**config.mk**
```make
export PLATFORM = sky130hd
export DESIGN_NAME = dm_access_ctrl
export DESIGN_NICKNAME = d
export VERILOG_FILES = /design/src/rtl/dm_access_ctrl.sv
export SDC_FILE = /design/constraint.sdc
export NUM_CORES = 1
export LEC_CHECK = 0
export ABC_AREA = 1
export BUFFER_PORTS_ARGS = -buffer_cell sky130_fd_sc_hd__clkbuf_2
export CORE_UTILIZATION = 58
export DETAILED_ROUTE_END_ITERATION = 8
export GPL_TIMING_DRIVEN = 0
export PLACE_DENSITY = 0.87
export SLEW_MARGIN = 5
export SYNTH_ARGS = -nofsm -noshare
export SYNTH_HDL_FRONTEND = slang
export SYNTH_SLANG_ARGS = --single-unit
```
**constraint.sdc**
```tcl
create_clock -name clk -period 5.56 [get_ports clk]
set_input_delay 1.112 -clock clk [delete_from_list [all_inputs] [get_ports clk]]
set_output_delay 1.112 -clock clk [all_outputs]
set_load 0.05 [all_outputs]
```
**src/rtl/dm_access_ctrl.sv**
```systemverilog
// Data-memory access controller: sized loads/stores over valid/ready,
// sub-word read-modify-write, load extension and access error flagging.
module dm_access_ctrl #(
  parameter logic [31:0] DM_BASE     = 32'h0000_0000,
  parameter bit          RANGE_CHECK = 1'b1
) (
  input  logic        clk,
  input  logic        rst_n,
  input  logic        req_valid,
  output logic        req_ready,
  input  logic        req_we,
  input  logic [1:0]  req_size,
  input  logic        req_unsigned,
  input  logic [31:0] req_addr,
  input  logic [31:0] req_wdata,
  output logic        resp_valid,
  input  logic        resp_ready,
  output logic [31:0] resp_rdata,
  output logic        resp_err,
  output logic [9:0]  dm_addr,
  output logic [31:0] dm_din,
  output logic        dm_wen,
  input  logic [31:0] dm_dout
);

  typedef enum logic [1:0] {
    IDLE, ACCESS, MERGE, RESP
  } state_t;

  state_t      r_state;
  state_t      w_state_nxt;
  logic        r_we;
  logic [1:0]  r_size;
  logic        r_uns;
  logic [11:0] r_addr;
  logic [31:0] r_wdata;
  logic [31:0] r_merge;
  logic [31:0] r_rdata;
  logic        r_err;

  logic        w_err;
  logic        w_word;
  logic [7:0]  w_byte;
  logic [15:0] w_half;
  logic [31:0] w_ld;
  logic [31:0] w_mrg;

  always_comb begin
    w_err = 1'b0;
    unique case (1'b1)
      (req_size == 2'b11):                       w_err = 1'b1;
      (req_size == 2'b01 && req_addr[0]):        w_err = 1'b1;
      (req_size == 2'b10 && req_addr[1:0] != 2'b00):
                                                 w_err = 1'b1;
      (RANGE_CHECK &&
       req_addr[31:12] != DM_BASE[31:12]):       w_err = 1'b1;
      default:                                   w_err = 1'b0;
    endcase
  end

  assign w_word = (r_size == 2'b10);

  always_comb begin
    w_byte = dm_dout[7:0];
    case (r_addr[1:0])
      2'd0: w_byte = dm_dout[7:0];
      2'd1: w_byte = dm_dout[15:8];
      2'd2: w_byte = dm_dout[23:16];
      2'd3: w_byte = dm_dout[31:24];
      default: w_byte = dm_dout[7:0];
    endcase
    w_half = r_addr[1] ? dm_dout[31:16] : dm_dout[15:0];
    w_ld = dm_dout;
    if (r_size == 2'b00)
      w_ld = {{24{~r_uns & w_byte[7]}}, w_byte};
    else if (r_size == 2'b01)
      w_ld = {{16{~r_uns & w_half[15]}}, w_half};
  end

  // Replace only the addressed lane(s) of the word read in ACCESS
  always_comb begin
    w_mrg = r_merge;
    if (r_size == 2'b00) begin
      case (r_addr[1:0])
        2'd0: w_mrg[7:0]   = r_wdata[7:0];
        2'd1: w_mrg[15:8]  = r_wdata[7:0];
        2'd2: w_mrg[23:16] = r_wdata[7:0];
        2'd3: w_mrg[31:24] = r_wdata[7:0];
        default: w_mrg = r_merge;
      endcase
    end else if (r_addr[1]) begin
      w_mrg[31:16] = r_wdata[15:0];
    end else begin
      w_mrg[15:0] = r_wdata[15:0];
    end
  end

  always_comb begin
    w_state_nxt = r_state;
    dm_wen      = 1'b0;
    dm_din      = 32'h0;
    unique case (r_state)
      IDLE: begin
        if (req_valid)
          w_state_nxt = w_err ? RESP : ACCESS;
      end
      ACCESS: begin
        if (r_we && !w_word) begin
          w_state_nxt = MERGE;
        end else begin
          w_state_nxt = RESP;
          dm_wen      = r_we;
          dm_din      = r_we ? r_wdata : 32'h0;
        end
      end
      MERGE: begin
        w_state_nxt = RESP;
        dm_wen      = 1'b1;
        dm_din      = w_mrg;
      end
      RESP: begin
        if (resp_ready)
          w_state_nxt = IDLE;
      end
      default: w_state_nxt = IDLE;
    endcase
  end

  always_ff @(posedge clk or negedge rst_n) begin
    if (!rst_n) begin
      r_state <= IDLE;
      r_we    <= 1'b0;
      r_size  <= 2'b00;
      r_uns   <= 1'b0;
      r_addr  <= 12'h0;
      r_wdata <= 32'h0;
      r_merge <= 32'h0;
      r_rdata <= 32'h0;
      r_err   <= 1'b0;
    end else begin
      r_state <= w_state_nxt;
      case (r_state)
        IDLE: begin
          if (req_valid) begin
            r_we    <= req_we;
            r_size  <= req_size;
            r_uns   <= req_unsigned;
            r_addr  <= req_addr[11:0];
            r_wdata <= req_wdata;
            r_err   <= w_err;
            r_rdata <= 32'h0;
          end
        end
        ACCESS: begin
          if (!r_we)
            r_rdata <= w_ld;
          else if (!w_word)
            r_merge <= dm_dout;
        end
        RESP: begin
          if (resp_ready) begin
            r_err   <= 1'b0;
            r_rdata <= 32'h0;
          end
        end
        default: ;
      endcase
    end
  end

  assign req_ready  = (r_state == IDLE);
  assign resp_valid = (r_state == RESP);
  assign resp_rdata = r_rdata;
  assign resp_err   = r_err;
  assign dm_addr    = r_addr[11:2];

endmodule

```
== Yosys cells after proc, flatten, opt, wreduce, memory -nomap -nowiden ==
Index checks and enable logic that the tools add are counted.
W data, S select, Z words.

* Word-level logic and storage cells: 73
* Register bits after elaboration: 115
* Input port bits: 104

* Bitwise gates (word level): 4
* Equality and inequality tests: 14
* Reduce and logical (&&, ||, !) cells: 17
* Muxes and demuxes: 29

{| class="wikitable"
|+ Operators with widths
! cell !! number
|-
| $mux W32 || 8
|-
| $pmux W32 S3 || 1
|-
| $pmux W32 S2 || 1
|-
| $mux W16 || 3
|-
| $mux W8 || 4
|-
| $pmux W8 S4 || 1
|-
| $reduce_bool A20 Y1 || 1
|-
| $eq A2 B2 Y1 const B || 7
|-
| $eq A2 B1 Y1 const B || 4
|-
| $pmux W2 S4 || 1
|-
| $logic_not A2 Y1 || 3
|-
| $mux W2 || 3
|-
| $reduce_and A3 Y1 || 2
|-
| $mux W1 || 5
|-
| $ne A2 B2 Y1 const B || 2
|-
| $pmux W1 S2 || 2
|-
| $reduce_and A2 Y1 || 2
|-
| $reduce_and A4 Y1 || 1
|-
| $reduce_bool A2 Y1 || 2
|-
| $reduce_or A4 Y1 || 1
|-
| $logic_and A1 B1 Y1 || 3
|-
| $reduce_bool A3 Y1 || 1
|-
| $and A1 B1 Y1 || 2
|-
| $ne A2 B1 Y1 const B || 1
|-
| other kinds (2) || 3
|}

== Longest topological paths before layout ==
* Word-level depth: 7
* Gate-level depth with buffers: 11
* Mapped depth without buffers: 9

== Worst setup path after synthesis ==
Ideal clock, no wire load.

* Path kind: reg-to-output
* Start: reg r_state[0]
* End: out dm_din[10]
* Arrival: 2.145 ns
* Cell stages (with the launch flop): 8
* Data required time: 4.448 ns
* Slack: 2.303 ns
* Cell sequence: dfrtp_1 inv_1 ha_1 buf_2 clkinv_1 o21ai_2 nand2_1 a21oi_1

* Cells in the longest elaborated chain, start to end: 2
* Elaborated cells on any way between the ends: 3

{| class="wikitable"
|+ RTL lines
! item !! RTL line !! text
|-
| start, declared || 30 || <nowiki>state_t r_state;</nowiki>
|-
| start signal, assigned || 141 || <nowiki>r_state <= w_state_nxt;</nowiki>
|-
| $eq A2 B2 Y1 or $eq A2 B1 Y1 (tied branches) || 102 || <nowiki>unique case (r_state)</nowiki>
|-
| $pmux W32 S2 (*) || 102 ||
|-
| end, declared || 21 || <nowiki>output logic [31:0] dm_din,</nowiki>
|}

Mark *: on every way between the ends. The rest lies on a longest branch, timed or not.

== Worst setup path in the final report ==
* Start: reg r_state[1]
* End: out dm_din[7]

The elaborated chain is that of the path after synthesis.

==> out/qor.yml <==
path_clk_slew_ns: 0.06
synth_top_area_share_pct: 42.2
grt_max_degree: 66
crit_chain: "inv_1 -> ha_1 -> buf_2 -> nand3_1 -> inv_2 -> buf_4 -> nand2_1 -> a21oi_1 -> clkbuf_2"
peakVddDrop_mv: 0.593
path_delay_family: "buffers and inverters"
wl_um: 21300
async_flop_share_pct: 100
criticalPathCategory: "flip-flop to output pin"
syn_nets: 1044
critPathMaxStageDelay_ns: 0.43
clockBufferDepth: 2
crit_path_start_kind: "flip-flop"
clk_latency_ns: 0.42
synth_edf_count: 0
cp.arrival_ns: 2.72
synth_top_cell_by_area: "dfrtp_1"
via_per_inst: 5.53
ys_ff_latch: 115
synth_area_um2: 6810
drv_cap: 0
synth.most_common_cell: "nand2_1"
yosysUniqueCellTypes: 27
cts.hold.buffers_added: 0
drc: 0
synth_ff_type: "dfrtp_1"
fin_crit_ns: 3.83
gp_congestion: 1.01
root_buffer: "clkbuf_16"
antennaDiodeCount: 0
hold_path.class: "flip-flop to flip-flop"
syn_inst: 935
drtPass1Iterations: 5
post_cts_buffers: 0
cp-end-kind: "output pin"
core-area_um2: 11400
finalClockSkew_ns: 0.00633
cp.required_ns: 4.45
area_growth_pct: 24.8
drt_iter0_drc: 617
syn_area_per_cell_um2: 7.29
p_leak_nw: 4.62
crit_fanout: 10
grt_pass1_vias: 6601
track_usage_pct: 36.7
fp.dieW_um: 110
finalCritPeriodShare_pct: 68.9
synth_seq_area_share_pct: 42.2
critPathSlowestCell: "dfrtp_1"
drive_above_1_share_pct: 27.9
setup-tns-final_ns: 0
drtAntennaViolNets: 0
grt_overflow: 0
cellPowerDensity_nw_per_um2: 684
crit_buf_inv: 5
dp_cells: 1260
status: "finished clean"
finalHoldViolCount: 0
stdcell_count: 1292
maxSlewViolCount: 0
grt_pass1_wl_um: 33000
start_util_pct: 59.7
achievable-frequency_mhz: 261
antenna_found_initial: 0
fp.dieH_um: 110
htree_levels: 4
hpwl_um: 15900
wire_per_inst_um: 16.5
floorplan.rows: 39
clkSinkCount: 115
setup_viol: 0
io-pin-count: 182
numCtsBuffers: 17
tightest_slew_ns: 0.647
dieArea_um2: 12200
yosys_warnings: 0
nets: 1245
portBuffers: 181
synthTopCellsByArea: "dfrtp_1, nand2_1, a21oi_1, mux2_2, nor2_1"
vias: 7147
synth_common_cells: "nand2_1, dfrtp_1, nor2_1"
rsz0062_at_grt: "no"
cts_resized: 0
timing.slew.headroom_pct: 56.6
cts_tree: "yes"
==> state kept, by name, indices dropped and copies added (netlist names), 2 cells and up <==
signal and count:
resp_rdata 32, r_addr 12, r_merge 32, r_wdata 32, r_state 2, r_size 2
==> tightest hold or removal path, stage by stage (launching register included) <==
cell and delay [ns]:
dfrtp_1 0.34, nand2_1 0.05, nand2_1 0.05
==> logic make-up (layout without fill, tap and decap cells) <==
logic type / count (synthesis) / in the layout / share of synthesized area (%)
and+or+nand+nor: 492 / 492 / 29.5
buffers and inverters: 145 / 359 / 10.2
AOI/OAI and AO/OA: 144 / 144 / 11.5
DFF: 115 / 115 / 42.2
muxes: 34 / 34 / 5.62
adders and majority gates: 5 / 5 / 0.918
==> per-stage QoR <==
step	area (µm²)	power [W]	utilization [%]	hold slack (ns)	setup WS, ns
final	8500	0.00581	74.4	0.476	1.73
after global routing	8500	0.00618	74.4	0.497	1.56
after CTS	8500	0.00577	74.4	0.479	1.78
after detailed placement	7930	0.00471	69.5	0.464	2.26
after global placement	7900	0.00464	69.2	0.464	1.78
after floorplan	6810	0.00388	-	0.444	2.30
==> worst paths after layout <==
check / start / endpoint / slack, ns / cells past startpoint
min in group asynchronous: rst_n / r_wdata[9] / 0.63 / 1
worst max-delay path: r_state[1] / dm_din[7] / 1.73 / 9
worst max register to register: r_state[1] / resp_rdata[7] / 3.38 / 9
worst min register to register: resp_rdata[27] / resp_rdata[27] / 0.48 / 2
worst min-delay path: resp_rdata[27] / resp_rdata[27] / 0.48 / 2
max in group asynchronous: rst_n / r_merge[0] / 4.26 / 2
==> per-layer routing <==
metal  global-route usage, %  wire (µm)  share of wire, %
met1                    46.7       8550                40
met2                    57.0       9560                45
met3                    9.41       2160                10
met4                    20.5       1060               5.0
met5                       0          0                 0
==> power breakdown <==
part | internal, W | leakage (nW) | switching, W
Sequential | 0.00119 | 1.39 | 0.000233
Combinational | 0.000975 | 2.94 | 0.00238
Clock | 0.000629 | 0.281 | 0.000411
Total | 0.00279 | 4.62 | 0.00302
==> placed cells by master, fill, tap and decap left out, drive strengths merged <==
master and count:
a21oi 77, buf 50, bufinv 1, clkbuf 207, clkinv 10, clkinvlp 1, dfrtp 115, ha 5
inv 90, mux2 34, nand2 345, nand3 52, nand3b 1, nand4 7, nor2 87, o211ai 23
o21ai 43, o22ai 1
==> area by class of cell <==
cell class	count	area, µm²
multi-input cells	675	3240
fillers	920	2920
flip-flops and latches	115	2880
repair buffers	182	942
clock buffers	18	439
plain buffers	57	364
inverters	88	330
well taps	143	179
clock inverters	14	128
No activity file was read; power rests on OpenSTA's default activity.
